===== config.mk =====
export PLATFORM = sky130hd
export DESIGN_NAME = sd_sector_sequencer
export DESIGN_NICKNAME = d
export VERILOG_FILES = /design/src/rtl/sd_pkg.sv /design/src/rtl/sd_seq_timer.sv /design/src/rtl/sd_sector_sequencer.sv
export SDC_FILE = /design/constraint.sdc
export NUM_CORES = 1
export LEC_CHECK = 0
export BUFFER_PORTS_ARGS = -buffer_cell sky130_fd_sc_hd__buf_4
export CORE_MARGIN = 8
export CORE_UTILIZATION = 32
export CTS_BUF_LIST = sky130_fd_sc_hd__clkbuf_16
export CTS_CLUSTER_SIZE = 12
export DETAILED_ROUTE_END_ITERATION = 8
export HOLD_SLACK_MARGIN = 0.15
export PLACE_DENSITY = 0.52
export SLEW_MARGIN = 20
export SYNTH_ARGS = -nofsm -noshare
export SYNTH_HDL_FRONTEND = slang
export SYNTH_HIERARCHICAL = 1
export SYNTH_SLANG_ARGS = --single-unit

===== constraint.sdc =====
create_clock -name clk_i -period 3.6 [get_ports clk_i]
set_clock_uncertainty 0.2 [all_clocks]
set_input_delay 0.18 -clock clk_i [delete_from_list [all_inputs] [get_ports clk_i]]
set_output_delay 0.18 -clock clk_i [all_outputs]
set_load 0.1 [all_outputs]

===== src/rtl/sd_pkg.sv =====
// Shared state encodings, status codes and widths for the SD sector sequencer.
package sd_pkg;

  localparam int unsigned SECTOR_W = 32;

  typedef enum logic [2:0] {
    StIdle,
    StFill,
    StIssue,
    StWaitRise,
    StWaitFall,
    StDrain,
    StNext,
    StFinish
  } seq_state_e;

  typedef enum logic [1:0] {
    SD_ST_OK        = 2'd0,
    SD_ST_START_TMO = 2'd1,
    SD_ST_BUSY_TMO  = 2'd2,
    SD_ST_ABORT     = 2'd3
  } sd_status_e;

  // A count field of zero stands for a full 256-sector transfer.
  function automatic logic [8:0] decode_count(input logic [7:0] count);
    return (count == 8'd0) ? 9'd256 : {1'b0, count};
  endfunction

endpackage


===== src/rtl/sd_seq_timer.sv =====
// Loadable down-counter that saturates at zero; shared by the start window and the busy timeout.
module sd_seq_timer #(
  parameter int unsigned Width = 8
) (
  input  logic             clk_i,
  input  logic             rst_n_i,
  input  logic             load_i,
  input  logic [Width-1:0] load_val_i,
  output logic             expired_o
);

  logic [Width-1:0] count_q, count_d;

  always_comb begin
    count_d = count_q;
    if (load_i) begin
      count_d = load_val_i;
    end else if (count_q != '0) begin
      count_d = count_q - Width'(1);
    end
  end

  always_ff @(posedge clk_i or negedge rst_n_i) begin
    if (!rst_n_i) begin
      count_q <= '0;
    end else begin
      count_q <= count_d;
    end
  end

  assign expired_o = (count_q == '0);

endmodule


===== src/rtl/sd_sector_sequencer.sv =====
// Multi-sector SD transfer sequencer: one command in, one sd_rw start per sector, with buffer
// hand-off to the CPU side, start retry, start/busy timeouts and abort.
module sd_sector_sequencer
  import sd_pkg::*;
#(
  parameter int unsigned TMO_W      = 24,
  parameter int unsigned START_WAIT = 16,
  parameter int unsigned RETRIES    = 2
) (
  input  logic                clk_i,
  input  logic                rst_n_i,
  input  logic                cmd_valid_i,
  output logic                cmd_ready_o,
  input  logic                cmd_write_i,
  input  logic [SECTOR_W-1:0] cmd_lba_i,
  input  logic [7:0]          cmd_count_i,
  input  logic                abort_i,
  output logic                buf_req_o,
  input  logic                buf_ack_i,
  output logic                eng_rstart_o,
  output logic                eng_wstart_o,
  output logic [SECTOR_W-1:0] eng_sector_o,
  input  logic                eng_busy_i,
  output logic                busy_o,
  output logic                done_o,
  output logic [1:0]          status_o,
  output logic [8:0]          remaining_o
);

  localparam int unsigned StartW = $clog2(START_WAIT + 1);
  localparam int unsigned TimerW = (TMO_W > StartW) ? TMO_W : StartW;
  localparam int unsigned RetryW = (RETRIES > 0) ? $clog2(RETRIES + 1) : 1;
  // Loads are two short of the window: one cycle for the load, one for the expiry decision.
  localparam logic [TimerW-1:0] StartLoad = TimerW'(START_WAIT - 2);
  localparam logic [TimerW-1:0] BusyLoad  = TimerW'((64'd1 << TMO_W) - 64'd2);

  seq_state_e          state_q, state_d;
  sd_status_e          status_q, status_d;
  logic                write_q, write_d;
  logic [SECTOR_W-1:0] sector_q, sector_d;
  logic [8:0]          remaining_q, remaining_d;
  logic [RetryW-1:0]   retry_q, retry_d;
  logic                abort_pend_q, abort_pend_d;

  logic              abort_now;
  logic              timer_load;
  logic [TimerW-1:0] timer_val;
  logic              timer_expired;
  logic              rstart, wstart;

  sd_seq_timer #(
    .Width(TimerW)
  ) u_timer (
    .clk_i      (clk_i),
    .rst_n_i    (rst_n_i),
    .load_i     (timer_load),
    .load_val_i (timer_val),
    .expired_o  (timer_expired)
  );

  assign abort_now = abort_i | abort_pend_q;

  always_comb begin
    state_d      = state_q;
    status_d     = status_q;
    write_d      = write_q;
    sector_d     = sector_q;
    remaining_d  = remaining_q;
    retry_d      = retry_q;
    abort_pend_d = abort_pend_q | (abort_i & (state_q != StIdle));
    timer_load   = 1'b0;
    timer_val    = StartLoad;
    rstart       = 1'b0;
    wstart       = 1'b0;

    unique case (state_q)
      StIdle: begin
        if (cmd_valid_i) begin
          write_d      = cmd_write_i;
          sector_d     = cmd_lba_i;
          remaining_d  = decode_count(cmd_count_i);
          status_d     = SD_ST_OK;
          retry_d      = '0;
          abort_pend_d = 1'b0;
          state_d      = cmd_write_i ? StFill : StIssue;
        end
      end
      StFill: begin
        if (abort_now) begin
          status_d = SD_ST_ABORT;
          state_d  = StFinish;
        end else if (buf_ack_i) begin
          state_d = StIssue;
        end
      end
      StIssue: begin
        // Reload every cycle so the start window counts from the actual pulse.
        timer_load = 1'b1;
        timer_val  = StartLoad;
        if (abort_now) begin
          status_d = SD_ST_ABORT;
          state_d  = StFinish;
        end else if (!eng_busy_i) begin
          rstart  = ~write_q;
          wstart  = write_q;
          state_d = StWaitRise;
        end
      end
      StWaitRise: begin
        if (eng_busy_i) begin
          timer_load = 1'b1;
          timer_val  = BusyLoad;
          state_d    = StWaitFall;
        end else if (timer_expired) begin
          if (retry_q < RetryW'(RETRIES)) begin
            retry_d = retry_q + RetryW'(1);
            state_d = StIssue;
          end else begin
            status_d = SD_ST_START_TMO;
            state_d  = StFinish;
          end
        end
      end
      StWaitFall: begin
        if (!eng_busy_i) begin
          if (abort_now) begin
            status_d = SD_ST_ABORT;
            state_d  = StFinish;
          end else begin
            state_d = write_q ? StNext : StDrain;
          end
        end else if (timer_expired) begin
          status_d = SD_ST_BUSY_TMO;
          state_d  = StFinish;
        end
      end
      StDrain: begin
        if (abort_now) begin
          status_d = SD_ST_ABORT;
          state_d  = StFinish;
        end else if (buf_ack_i) begin
          state_d = StNext;
        end
      end
      StNext: begin
        if (abort_now) begin
          status_d = SD_ST_ABORT;
          state_d  = StFinish;
        end else begin
          remaining_d = remaining_q - 9'd1;
          sector_d    = sector_q + SECTOR_W'(1);
          retry_d     = '0;
          if (remaining_q == 9'd1) begin
            state_d = StFinish;
          end else begin
            state_d = write_q ? StFill : StIssue;
          end
        end
      end
      StFinish: begin
        abort_pend_d = 1'b0;
        state_d      = StIdle;
      end
      default: begin
        state_d = StIdle;
      end
    endcase
  end

  always_ff @(posedge clk_i or negedge rst_n_i) begin
    if (!rst_n_i) begin
      state_q      <= StIdle;
      status_q     <= SD_ST_OK;
      write_q      <= 1'b0;
      sector_q     <= '0;
      remaining_q  <= '0;
      retry_q      <= '0;
      abort_pend_q <= 1'b0;
    end else begin
      state_q      <= state_d;
      status_q     <= status_d;
      write_q      <= write_d;
      sector_q     <= sector_d;
      remaining_q  <= remaining_d;
      retry_q      <= retry_d;
      abort_pend_q <= abort_pend_d;
    end
  end

  assign cmd_ready_o  = (state_q == StIdle);
  assign busy_o       = (state_q != StIdle);
  assign done_o       = (state_q == StFinish);
  assign buf_req_o    = (state_q == StFill) || (state_q == StDrain);
  assign eng_rstart_o = rstart;
  assign eng_wstart_o = wstart;
  assign eng_sector_o = sector_q;
  assign status_o     = status_q;
  assign remaining_o  = remaining_q;

endmodule

Word level (Yosys, flattened, before mapping)

Cells that the tools add are included.

Flip-flop bits (word level): 74
Latch bits: 0
RAM bits: 0
ROM bits: 0
Input port bits: 47
Output and inout port bits: 49
Memories kept: 0

Add/subtract/negate cells: 4
Multiply operators: 0
Div/mod/pow operators: 0
$lt $le $gt $ge: 1
Equal/unequal tests: 19
Shift operators: 0
Multiplexer cells: 53
Bitwise operators: 4
Reduce and logical (&&, ||, !) cells: 16

Operators with widths:

| operator                                                              | count |
|---|---|
| 24-bit two-way mux                                                    | 4 |
| 32-bit two-way mux                                                    | 2 |
| 32-bit case mux with 2 select lines                                   | 1 |
| 3-bit two-way mux                                                     | 14 |
| 32-bit by 1-bit adder with 32-bit output (second input constant)      | 1 |
| 2-bit two-way mux                                                     | 15 |
| 9-bit two-way mux                                                     | 3 |
| 24-bit zero test                                                      | 1 |
| 3-bit case mux with 8 select lines                                    | 1 |
| 24-bit nonzero test                                                   | 1 |
| 24-bit by 1-bit subtractor with 24-bit output (second input constant) | 1 |
| 9-bit case mux with 2 select lines                                    | 1 |
| 6-bit AND reduction                                                   | 3 |
| 3-bit != test (second input constant)                                 | 5 |
| 3-bit == test (second input constant)                                 | 4 |
| 2-bit != test (second input constant)                                 | 6 |
| 9-bit by 1-bit == test with 1-bit output (second input constant)      | 1 |
| 9-bit by 1-bit subtractor with 9-bit output (second input constant)   | 1 |
| 8-bit zero test                                                       | 1 |
| 1-bit two-way mux                                                     | 8 |
| 2-bit case mux with 4 select lines                                    | 1 |
| 3-bit by 2-bit == test with 1-bit output (second input constant)      | 2 |
| 2-bit case mux with 3 select lines                                    | 1 |
| 3-bit nonzero test                                                    | 2 |
| 14 further kinds                                                      | 17 |

Depth between registers and ports, before layout

Gate-level depths: netlist of run 1.

Depth in word-level cells: 5
Depth in mapped cells: 10
Mapped depth without buffers: 10

Cells and area by module

Netlist of run 1, hierarchy kept.

Modules (own cells, without submodules):

| module              | instances | cells an instance | area each (µm²) | sequential area each (µm²) |
|---|---|---|---|---|
| sd_sector_sequencer | 1         | 422               | 3387.0          | 1251.2 |
| sd_seq_timer        | 1         | 156               | 1485.2          | 600.6 |

Least setup slack after synthesis of run 1

Ideal clock, no wire load.

Path kind: reg2out
From: register state_q[0]
To: output eng_rstart_o
Arrival time: 4.158 ns
Data required time: 3.220 ns
Slack: -0.938 ns
Cell stages (with the launch flop): 6
Path buffers: 1
Cell sequence: dfrtp_1 inv_1 ha_1 clkbuf_1 nand2b_1 nor4b_1

Cells in the longest elaborated chain, start to end: 2

Ends and longest elaborated chain:

| item                                     | RTL line                   | text |
|---|---|---|
| start, declared                          | sd_sector_sequencer.sv:37  | `seq_state_e state_q, state_d;` |
| start signal, assigned                   | sd_sector_sequencer.sv:172 | `state_q <= StIdle;` |
| start signal, assigned                   | sd_sector_sequencer.sv:180 | `state_q <= state_d;` |
| 3-bit by 2-bit == test with 1-bit output | sd_sector_sequencer.sv:76  | `unique case (state_q)` |
| 1-bit two-way mux                        | sd_sector_sequencer.sv:76  |  |
| end, declared                            | sd_sector_sequencer.sv:20  | `output logic eng_rstart_o,` |

No other way between the ends.

Worst setup path in the final report of run 1

From: register u_timer.count_q[16]
To: register status_q[0], in the netlist status_o[0]

Cells in the longest elaborated chain, start to end: 3

Ends and longest elaborated chain:

| item                                                            | RTL line                   | text |
|---|---|---|
| start, declared                                                 | sd_seq_timer.sv:12         | `logic [Width-1:0] count_q, count_d;` |
| start signal, assigned                                          | sd_seq_timer.sv:27         | `count_q <= count_d;` |
| 24-bit zero test *                                              | sd_seq_timer.sv:31         | `assign expired_o = (count_q == '0);` |
| named net timer_expired                                         | sd_sector_sequencer.sv:48  | `logic timer_expired;` |
| 3-bit != test (no line) / 2-bit != test (equally long branches) | n/a                        |  |
| 6-bit AND reduction (no line) *                                 | n/a                        |  |
| end signal, assigned                                            | sd_sector_sequencer.sv:181 | `status_q <= status_d;` |
| end, declared                                                   | sd_sector_sequencer.sv:38  | `sd_status_e status_q, status_d;` |

The timed path passes the listed nets; every way through them passes the cells marked *.
A chain may end at the register's enable or synchronous reset.

==> results.json, run 1 <==
{
  "synth-async-reset-ratio_pct": 100,
  "synth_edf_count": 0,
  "wirelength_um": 15800,
  "layout_min_cycle_time_ps": 2810,
  "worstSkewPairLatency_ps": 340,
  "cts-buffers-inserted": 9,
  "grt_usage_pct": 16.4,
  "period_share_pct": 78.0,
  "ys_ff_latch": 74,
  "drt_first_pass_iters": 5,
  "htree_levels": 3,
  "rsz0062_at_grt": "no",
  "cts.reportedPaths.clkPinSlew_ps": 60,
  "required_ps": 3620,
  "start_kind": "flop",
  "cap_violations": 0,
  "cts_tree": "done",
  "drive_above_1_share_pct": 20.3,
  "detail-route-antenna-nets": 0,
  "final_max_slew_viol_count": 0,
  "dr_wl_met2_um": 7500,
  "vias": 5002,
  "slew_headroom_pct": 51.4,
  "top_layer": "met4",
  "cp-end-kind": "flop",
  "yosys_warnings": 6,
  "arrival_ps": 2830,
  "tightestPinTransition_ps": 729,
  "portBuffers": 95,
  "final_cells": 903,
  "grt_start_max_net_pins": 75,
  "area_growth_pct": 34.2,
  "synth_cells": 578,
  "ctsResizeCount": 0,
  "setup_viol": 0,
  "grt_pass1_wl_um": 26200,
  "path_buf_inv": 0,
  "status": "finished, final reports clean",
  "ys.flop_type": "dfrtp_1",
  "clockBufferDepth": 2,
  "fp-row-count": 45,
  "wl_met1_um": 7140,
  "gp_congestion": 0.846,
  "dp_cells": 844,
  "drc_errors": 0,
  "worst-r2r-setup-slack_ps": 790,
  "fp.dieH_um": 139,
  "ioPinCount": 96,
  "grt_pass1_vias": 5137,
  "syn_avg_cell_area_um2": 8.43,
  "hold_violations": 0,
  "start_util_pct": 32.4,
  "routed_via_density": 5.54,
  "path_delay_family": "simple AND/OR/NAND/NOR gates",
  "max_freq_mhz": 356,
  "ys_seq_area_share_pct": 38.0,
  "drtIter0Drc": 276,
  "ys_types": 77,
  "worstSetupPathType": "reg2reg",
  "grt_overflow_total": 0,
  "antenna_found_initial": 1,
  "path_cells": "nor4_1 > nand4_2 > nor2_2 > nand2b_1 > a21oi_1 > o21ai_0 > o32a_1",
  "worst_hold_path_type": "in2reg",
  "cp_max_fo": 8,
  "dieArea_um2": 19400,
  "place_hpwl_um": 11100,
  "core-area_um2": 15000,
  "critPathSlowestCell": "nor4_1",
  "clock_sinks": 74,
  "crit_path_max_incr_delay_ps": 550,
  "fin_nets": 766,
  "wl_per_cell_um": 17.5,
  "met3_length_um": 861,
  "cts.root.buffer_cell": "clkbuf_16",
  "die_w_um": 139,
  "syn_area_um2": 4870
}
[cells by family after synthesis]
| kind of cell | after synthesis | share of synthesized area (%) |
|---|---|---|
| AOI/OAI and AO/OA | 187 | 24.6 |
| adders and majority gates | 10 | 2.57 |
| buffers and inverters | 50 | 4.06 |
| DFF | 74 | 38.0 |
| xor gates and xnor gates | 16 | 2.88 |
| muxes | 7 | 1.54 |
| and+or+nand+nor | 232 | 26.2 |
| other | 2 | 0.154 |
[per-stage QoR]
step / worst slack (ps) / util [%] / area [µm²] / hold WS, ps / TNS (ps)
final: 792 / 43.5 / 6540 / 163 / 0
after global routing: 614 / 43.5 / 6540 / 174 / 0
after CTS: 841 / 43.4 / 6530 / 151 / 0
after detailed placement: 877 / 38.6 / 5800 / 211 / 0
after global placement: 963 / 38.6 / 5800 / 205 / 0
after floorplan: -938 / - / 4880 / -316 / -1880
[cell usage in the layout (no fill, tap or decap), types with 3 or more instances in the layout]
master,instances
o31ai_1,3
nor3_1,12
and3_1,9
o22ai_1,13
ha_1,10
o22a_1,5
nand2b_1,9
nor4b_1,3
dlygate4sd3_1,42
mux2_2,4
nand4_1,9
nand3_1,22
clkbuf_16,9
inv_1,19
xnor2_1,5
and4_1,5
dfrtp_1,74
o21ai_0,50
o21a_1,3
buf_4,107
nand4b_1,3
nand2_1,55
xor2_1,11
nand3b_1,4
a31oi_1,8
nor2_1,48
conb_1,4
mux2i_1,3
a21o_1,4
nor4_1,13
or3_1,10
a22o_1,4
a21oi_1,47
a2bb2oi_1,8
a311oi_1,5
o211ai_1,5
a211oi_1,7
[state kept, by name, summed over array words and instances, names as in the netlist]
name	count
abort_pend_q	1
remaining_o	9
status_o	2
write_q	1
eng_sector_o	32
retry_q	2
state_q	3
u_timer/count_q	24
[layer usage]
metal / up-vias / track usage [%]
met2: 138 / 27.4
li1: 2419 / -
met5: - / 0
met1: 2423 / 20.4
met4: 0 / 5.83
met3: 22 / 3.86
[synth_stat cells, types with 5 or more instances]
cell type | n | area (µm²)
nand3_1 | 22 | 110
a2bb2oi_1 | 8 | 70.1
ha_1 | 10 | 125
nand4_1 | 9 | 56.3
inv_1 | 18 | 67.6
o211ai_1 | 5 | 37.5
o22ai_1 | 13 | 81.3
xnor2_1 | 5 | 43.8
o22a_1 | 5 | 43.8
nand2_1 | 55 | 206
a311oi_1 | 5 | 43.8
a211oi_1 | 7 | 52.6
nand2b_1 | 9 | 56.3
and4_1 | 5 | 43.8
and3_1 | 9 | 56.3
xor2_1 | 11 | 96.3
o21ai_0 | 50 | 250
nor3_1 | 12 | 60.1
a21oi_1 | 47 | 235
a31oi_1 | 8 | 50.1
dfrtp_1 | 74 | 1850
nor2_1 | 49 | 184
clkbuf_1 | 29 | 109
or3_1 | 10 | 62.6
nor4_1 | 13 | 81.3
[worst paths after layout]
path,startpoint,end,depth (start not counted)
max in group asynchronous,rst_n_i,eng_sector_o[9],2
max,u_timer/count_q[16],status_o[0],7
min,buf_ack_i,state_q[0],4
min reg2reg,status_o[0],status_o[0],1
max reg2reg,u_timer/count_q[16],status_o[0],7
min in group asynchronous,rst_n_i,status_o[0],2
[worst reg2reg max path, delay by kind of cell (launching register included)]
| kind | cells | cell delay (ps) |
|---|---|---|
| DFF | 1 | 440 |
| and+or+nand+nor | 4 | 1210 |
| AOI/OAI and AO/OA | 3 | 840 |
[final cells by class]
cell class,count,area (µm²)
Clock buffer,9,225
Fill cell,1471,8500
Multi-Input combinational cell,456,2830
Sequential cell,74,1850
Clock inverter,7,85.1
Inverter,18,67.6
Antenna cell,1,2.50
Tap cell,188,235
Timing Repair Buffer,150,1230
[repair_timing]
| action | 4_1_cts | 5_1_grt |
|---|---|---|
| hold buffers | 42 | 0 |
| hold endpoints to repair | 118 | 0 |
| buffers inserted | 0 | 0 |
Power of run 1 is left out: the tool's default activity adds up to more than one toggle a clock period on the data nets, which glitch-free logic cannot reach.
==> run 2: changes to the inputs <==
Settings changed: PLACE_DENSITY 0.52 to 0.54.
Clock period 3.6 ns to 2.34 ns, I/O delays scaled along.
==> run 2 against run 1 <==
  * Count of clock-buffer cells in the layout unchanged
  * Routed wire length increased by 0.34%
  * Via count increased by 2.0%
  * Design area increased by 8.9%
  * Global-route usage increased by 0.33 points
  * First-iteration DRC count increased by 8.0%
  * Sequential share of layout area decreased by 1.7 points
  * Register-to-register slack got worse by 700 ps
  * Worst setup slack got worse by 700 ps
  * Critical endpoint is now eng_sector_o[25]
==> results.json, run 2 (synthesized netlist as in run 1, its figures left out) <==
{
  "start_util_pct": 32.4,
  "final_common_cell": "buf_4",
  "r2r-end": "eng_sector_o[25]",
  "cts-buffers-inserted": 9,
  "cp-end-kind": "flop",
  "htree_levels": 3,
  "cp-endpoint": "eng_sector_o[25]",
  "clock_sinks": 74,
  "status": "finished, final reports clean",
  "cp_max_fo": 5,
  "critPathLaunch": "eng_sector_o[0]",
  "dieArea_um2": 19400,
  "ioPinCount": 96,
  "timing.critical_path.mode_cell": "o22a_1",
  "fin_util_pct": 47.3,
  "fp.dieH_um": 139,
  "critPathSlowestCell": "or4_4",
  "min_path_cells": 4,
  "fill_cells": 1435,
  "cts.reportedPaths.clkPinSlew_ps": 60,
  "fp-row-count": 45,
  "grt_pass1_vias": 5222,
  "grt_pass1_wl_um": 26800,
  "worstSetupPathType": "reg2reg",
  "period_share_pct": 96.1,
  "antenna_found_initial": 0,
  "slew_headroom_pct": 63.6,
  "drc_errors": 0,
  "largest_reg_flops": 32,
  "area_growth_pct": 46.0,
  "required_ps": 2370,
  "hold_violations": 0,
  "path_cells": "nand4_2 > or3_4 > or4_4 > o22a_1 > o22a_1",
  "final_max_slew_viol_count": 0,
  "crit_path_max_incr_delay_ps": 550,
  "r2r-start": "eng_sector_o[0]",
  "drive_above_1_share_pct": 29.1,
  "die_w_um": 139,
  "reg2regPathDepth": 5,
  "path_depth": 5,
  "drtIter0Drc": 298,
  "rsz0062_at_grt": "yes",
  "max_freq_mhz": 445,
  "path_buf_inv": 0,
  "tightestPinTransition_ps": 533,
  "core-area_um2": 15000,
  "worstSkewPairLatency_ps": 340,
  "arrival_ps": 2280,
  "worst_hold_path_type": "in2reg",
  "worst-r2r-setup-slack_ps": 90,
  "start_kind": "flop",
  "layout_min_cycle_time_ps": 2250,
  "diodes": 0,
  "wirelength_um": 15900,
  "cts.root.buffer_cell": "clkbuf_16",
  "grt_start_max_net_pins": 42,
  "drt_first_pass_iters": 4,
  "layout_common_cells": "buf_4 (138), nand2_1 (55), dfrtp_1 (52)",
  "setup_viol": 0,
  "wl_per_cell_um": 16.8,
  "path_delay_family": "simple AND/OR/NAND/NOR gates",
  "grt_overflow_total": 0,
  "cap_violations": 0,
  "grt_usage_pct": 16.8,
  "vias": 5100,
  "place_hpwl_um": 11500,
  "gp_congestion": 0.850,
  "cts_setup_buffers": 0,
  "detail-route-antenna-nets": 0,
  "portBuffers": 95,
  "fin_nets": 807,
  "routed_via_density": 5.41,
  "cts_tree": "done",
  "clockBufferDepth": 2
}
-- run 2: cell count changes in the layout (fill, tap and decap cells not counted), sizes merged --
| cell | before | now |
|---|---|---|
| inv | 19 | 18 |
| diode | 1 | 0 |
| dlygate4sd3 | 42 | 49 |
| bufinv | 2 | 3 |
| buf | 108 | 142 |
-- run 2: through the flow --
step                worst slack, ps  hold slack, ps  setup TNS, ps  area (µm²)  cells
finish                         91.3             170              0        7120    943
detailed placement            -29.2           -68.6          -29.2        6210    877
global placement               93.7           -75.5              0        6210    877
floorplan                     -77.0            -379          -77.0        5020    580
CTS                            26.9             151              0        7070    943
global route                  -21.8             189          -35.7        7120    943
-- run 2: worst min-delay path, stage by stage --
cell and delay [ps]:
buf_4 120, and3b_1 230, nand3_1 110, o211ai_1 80
-- run 2: what timing repair did --
item	in CTS	in global routing
setup endpoints to repair	1	16
endpoints found under the hold margin	122	0
pin swaps	0	1
gates resized for setup	1	11
hold buffers	50	0
-- run 2: how the worst min path moves through the flow --
stage	startpoint	end	slack, ps
2_1_floorplan	rst_n_i	abort_pend_q	-380
3_3_place_gp	rst_n_i	u_timer/count_q[11]	-80
3_5_place_dp	rst_n_i	u_timer/count_q[11]	-70
4_1_cts	cmd_valid_i	write_q	150
5_1_grt	cmd_valid_i	remaining_o[0]	190
6_report	cmd_valid_i	remaining_o[0]	170
-- run 2: area by class of cell --
cell class	count	area (µm²)	area share [%]
clock buffers	9	225	3.17
clock inverters	7	109	1.53
inverters	18	71.3	1.00
multi-input cells	456	2970	41.8
flip-flops and latches	74	1890	26.6
well taps	188	235	3.31
repair buffers	191	1610	22.6
-- run 2: routing by layer --
metal	global-route usage [%]	up-vias	wire length (µm)
met5	0	-	0
met3	4.58	10	746
li1	-	2501	-
met2	28.5	110	7920
met4	4.27	0	97
met1	20.5	2479	7090
Power of run 2 is left out for the same reason.
==> run 3: changes to the inputs <==
Settings changed: CORE_UTILIZATION 32 to 51, PLACE_DENSITY 0.54 to 0.79.
==> run 3 against run 2 <==
  * Critical path depth up 2
  * First-iteration DRC count up 46%
  * Global-route usage up 7.1 points
  * Worst setup slack worse by 36 ps
  * Sequential share of layout area up 0.20 points
  * Utilization up 29 points
  * Critical path type unchanged
  * Critical endpoint is now eng_sector_o[22]
  * Largest cell class unchanged
==> results.json, run 3 (synthesized netlist as in run 1, its figures left out) <==
{
  "drc_errors": 0,
  "worstSkewPairLatency_ps": 340,
  "top_layer": "met4",
  "tightestPinTransition_ps": 764,
  "start_kind": "flop",
  "place_area_um2": 6140,
  "pre_cts_slack_ps": 13.3,
  "fin_nets": 802,
  "setup_ws_ps": 54.8,
  "clockBufferDepth": 2,
  "antenna_found_initial": 0,
  "cp_max_fo": 5,
  "cp-end-kind": "flop",
  "final_common_cell": "buf_4",
  "wl_met1_um": 6590,
  "clock_sinks": 74,
  "grt_start_max_net_pins": 46,
  "dieArea_um2": 12900,
  "final_max_slew_viol_count": 0,
  "drtIter0Drc": 434,
  "path_cells": "ha_4 > and4_2 > nand4b_1 > buf_4 > nor3_1 > nor3_1 > a311oi_1",
  "worst_hold_path_type": "in2reg",
  "detail-route-antenna-nets": 0,
  "worstSetupPathType": "reg2reg",
  "htree_levels": 3,
  "critPathSlowestCell": "dfrtp_4",
  "max_freq_mhz": 438,
  "gp_congestion": 0.883,
  "arrival_ps": 2300,
  "grt_pass1_vias": 5150,
  "hold_ws_ps": 159,
  "grt_pass1_wl_um": 25500,
  "portBuffers": 95,
  "ioPinCount": 96,
  "wl_per_cell_um": 18.3,
  "wirelength_um": 16100,
  "cts.reportedPaths.clkPinSlew_ps": 60,
  "grt_overflow_total": 0,
  "cts_tree": "done",
  "cap_violations": 0,
  "place_hpwl_um": 10500,
  "fp-row-count": 35,
  "crit_path_max_incr_delay_ps": 460,
  "start_util_pct": 52.7,
  "area_growth_pct": 44.9,
  "vias": 5390,
  "status": "finished, final reports clean",
  "dr_wl_met2_um": 8000,
  "core-area_um2": 9240,
  "grt_usage_pct": 23.9,
  "layout_common_cells": "buf_4 (132), nand2_1 (54), dfrtp_1 (52)",
  "cts.root.buffer_cell": "clkbuf_16",
  "routed_via_density": 6.13,
  "hold_violations": 0,
  "met3_length_um": 1060,
  "period_share_pct": 97.7,
  "drive_above_1_share_pct": 29.7,
  "rsz0062_at_grt": "yes",
  "diodes": 0,
  "layout_min_cycle_time_ps": 2290,
  "largest_reg_flops": 32,
  "stdcell_area_um2": 7060,
  "cts-buffers-inserted": 9,
  "die_w_um": 114,
  "setup_viol": 0,
  "slew_headroom_pct": 49.0,
  "fp.dieH_um": 114,
  "required_ps": 2350,
  "timing.critical_path.mode_cell": "nor3_1",
  "drt_first_pass_iters": 5
}
[run 3: layout make-up]
| type | count | area [µm²] |
|---|---|---|
| inverters | 18 | 71.3 |
| multi-input cells | 456 | 2980 |
| repair buffers | 186 | 1590 |
| flip-flops and latches | 74 | 1890 |
| clock inverters | 7 | 133 |
| fillers | 606 | 2180 |
| clock buffers | 9 | 225 |
| well taps | 129 | 161 |
[run 3: per-stage QoR]
| step | util (%) | TNS (ps) | cells |
|---|---|---|---|
| after floorplan | - | -77.0 | 580 |
| after global placement | 66.5 | 0 | 815 |
| after detailed placement | 66.5 | 0 | 815 |
| after CTS | 75.5 | 0 | 878 |
| after global routing | 76.4 | -281 | 879 |
| final | 76.4 | 0 | 879 |
[run 3: worst paths after layout]
check	start	cells after the start	slack (ps)	endpoint
worst min register to register	status_o[0]	1	300	status_o[0]
worst min-delay path	cmd_valid_i	5	160	write_q
worst max-delay path	eng_sector_o[0]	7	50	eng_sector_o[22]
worst max register to register	eng_sector_o[0]	7	50	eng_sector_o[22]
max in group asynchronous	rst_n_i	4	1030	eng_sector_o[0]
min in group asynchronous	rst_n_i	4	620	u_timer/count_q[9]
[run 3: metal layers]
metal	vias up	GRT usage [%]
li1	2504	-
met1	2582	29.8
met2	262	40.2
met3	42	3.91
met4	0	9.33
met5	-	0
[run 3: timing repair]
action,4_1_cts,5_1_grt
setup endpoints to repair,0,21
gates resized for setup,0,19
hold buffers,47,0
hold endpoints to repair,121,0
setup buffers,0,1
[run 3: worst max-delay path: cells and delay by family (launching register included)]
family                     cells  cell delay, ps
DFF                            1             460
buffers and inverters          1             190
and+or+nand+nor                4             830
AOI/OAI and AO/OA              1             310
adders and majority gates      1             160
Power of run 3 is left out for the same reason.
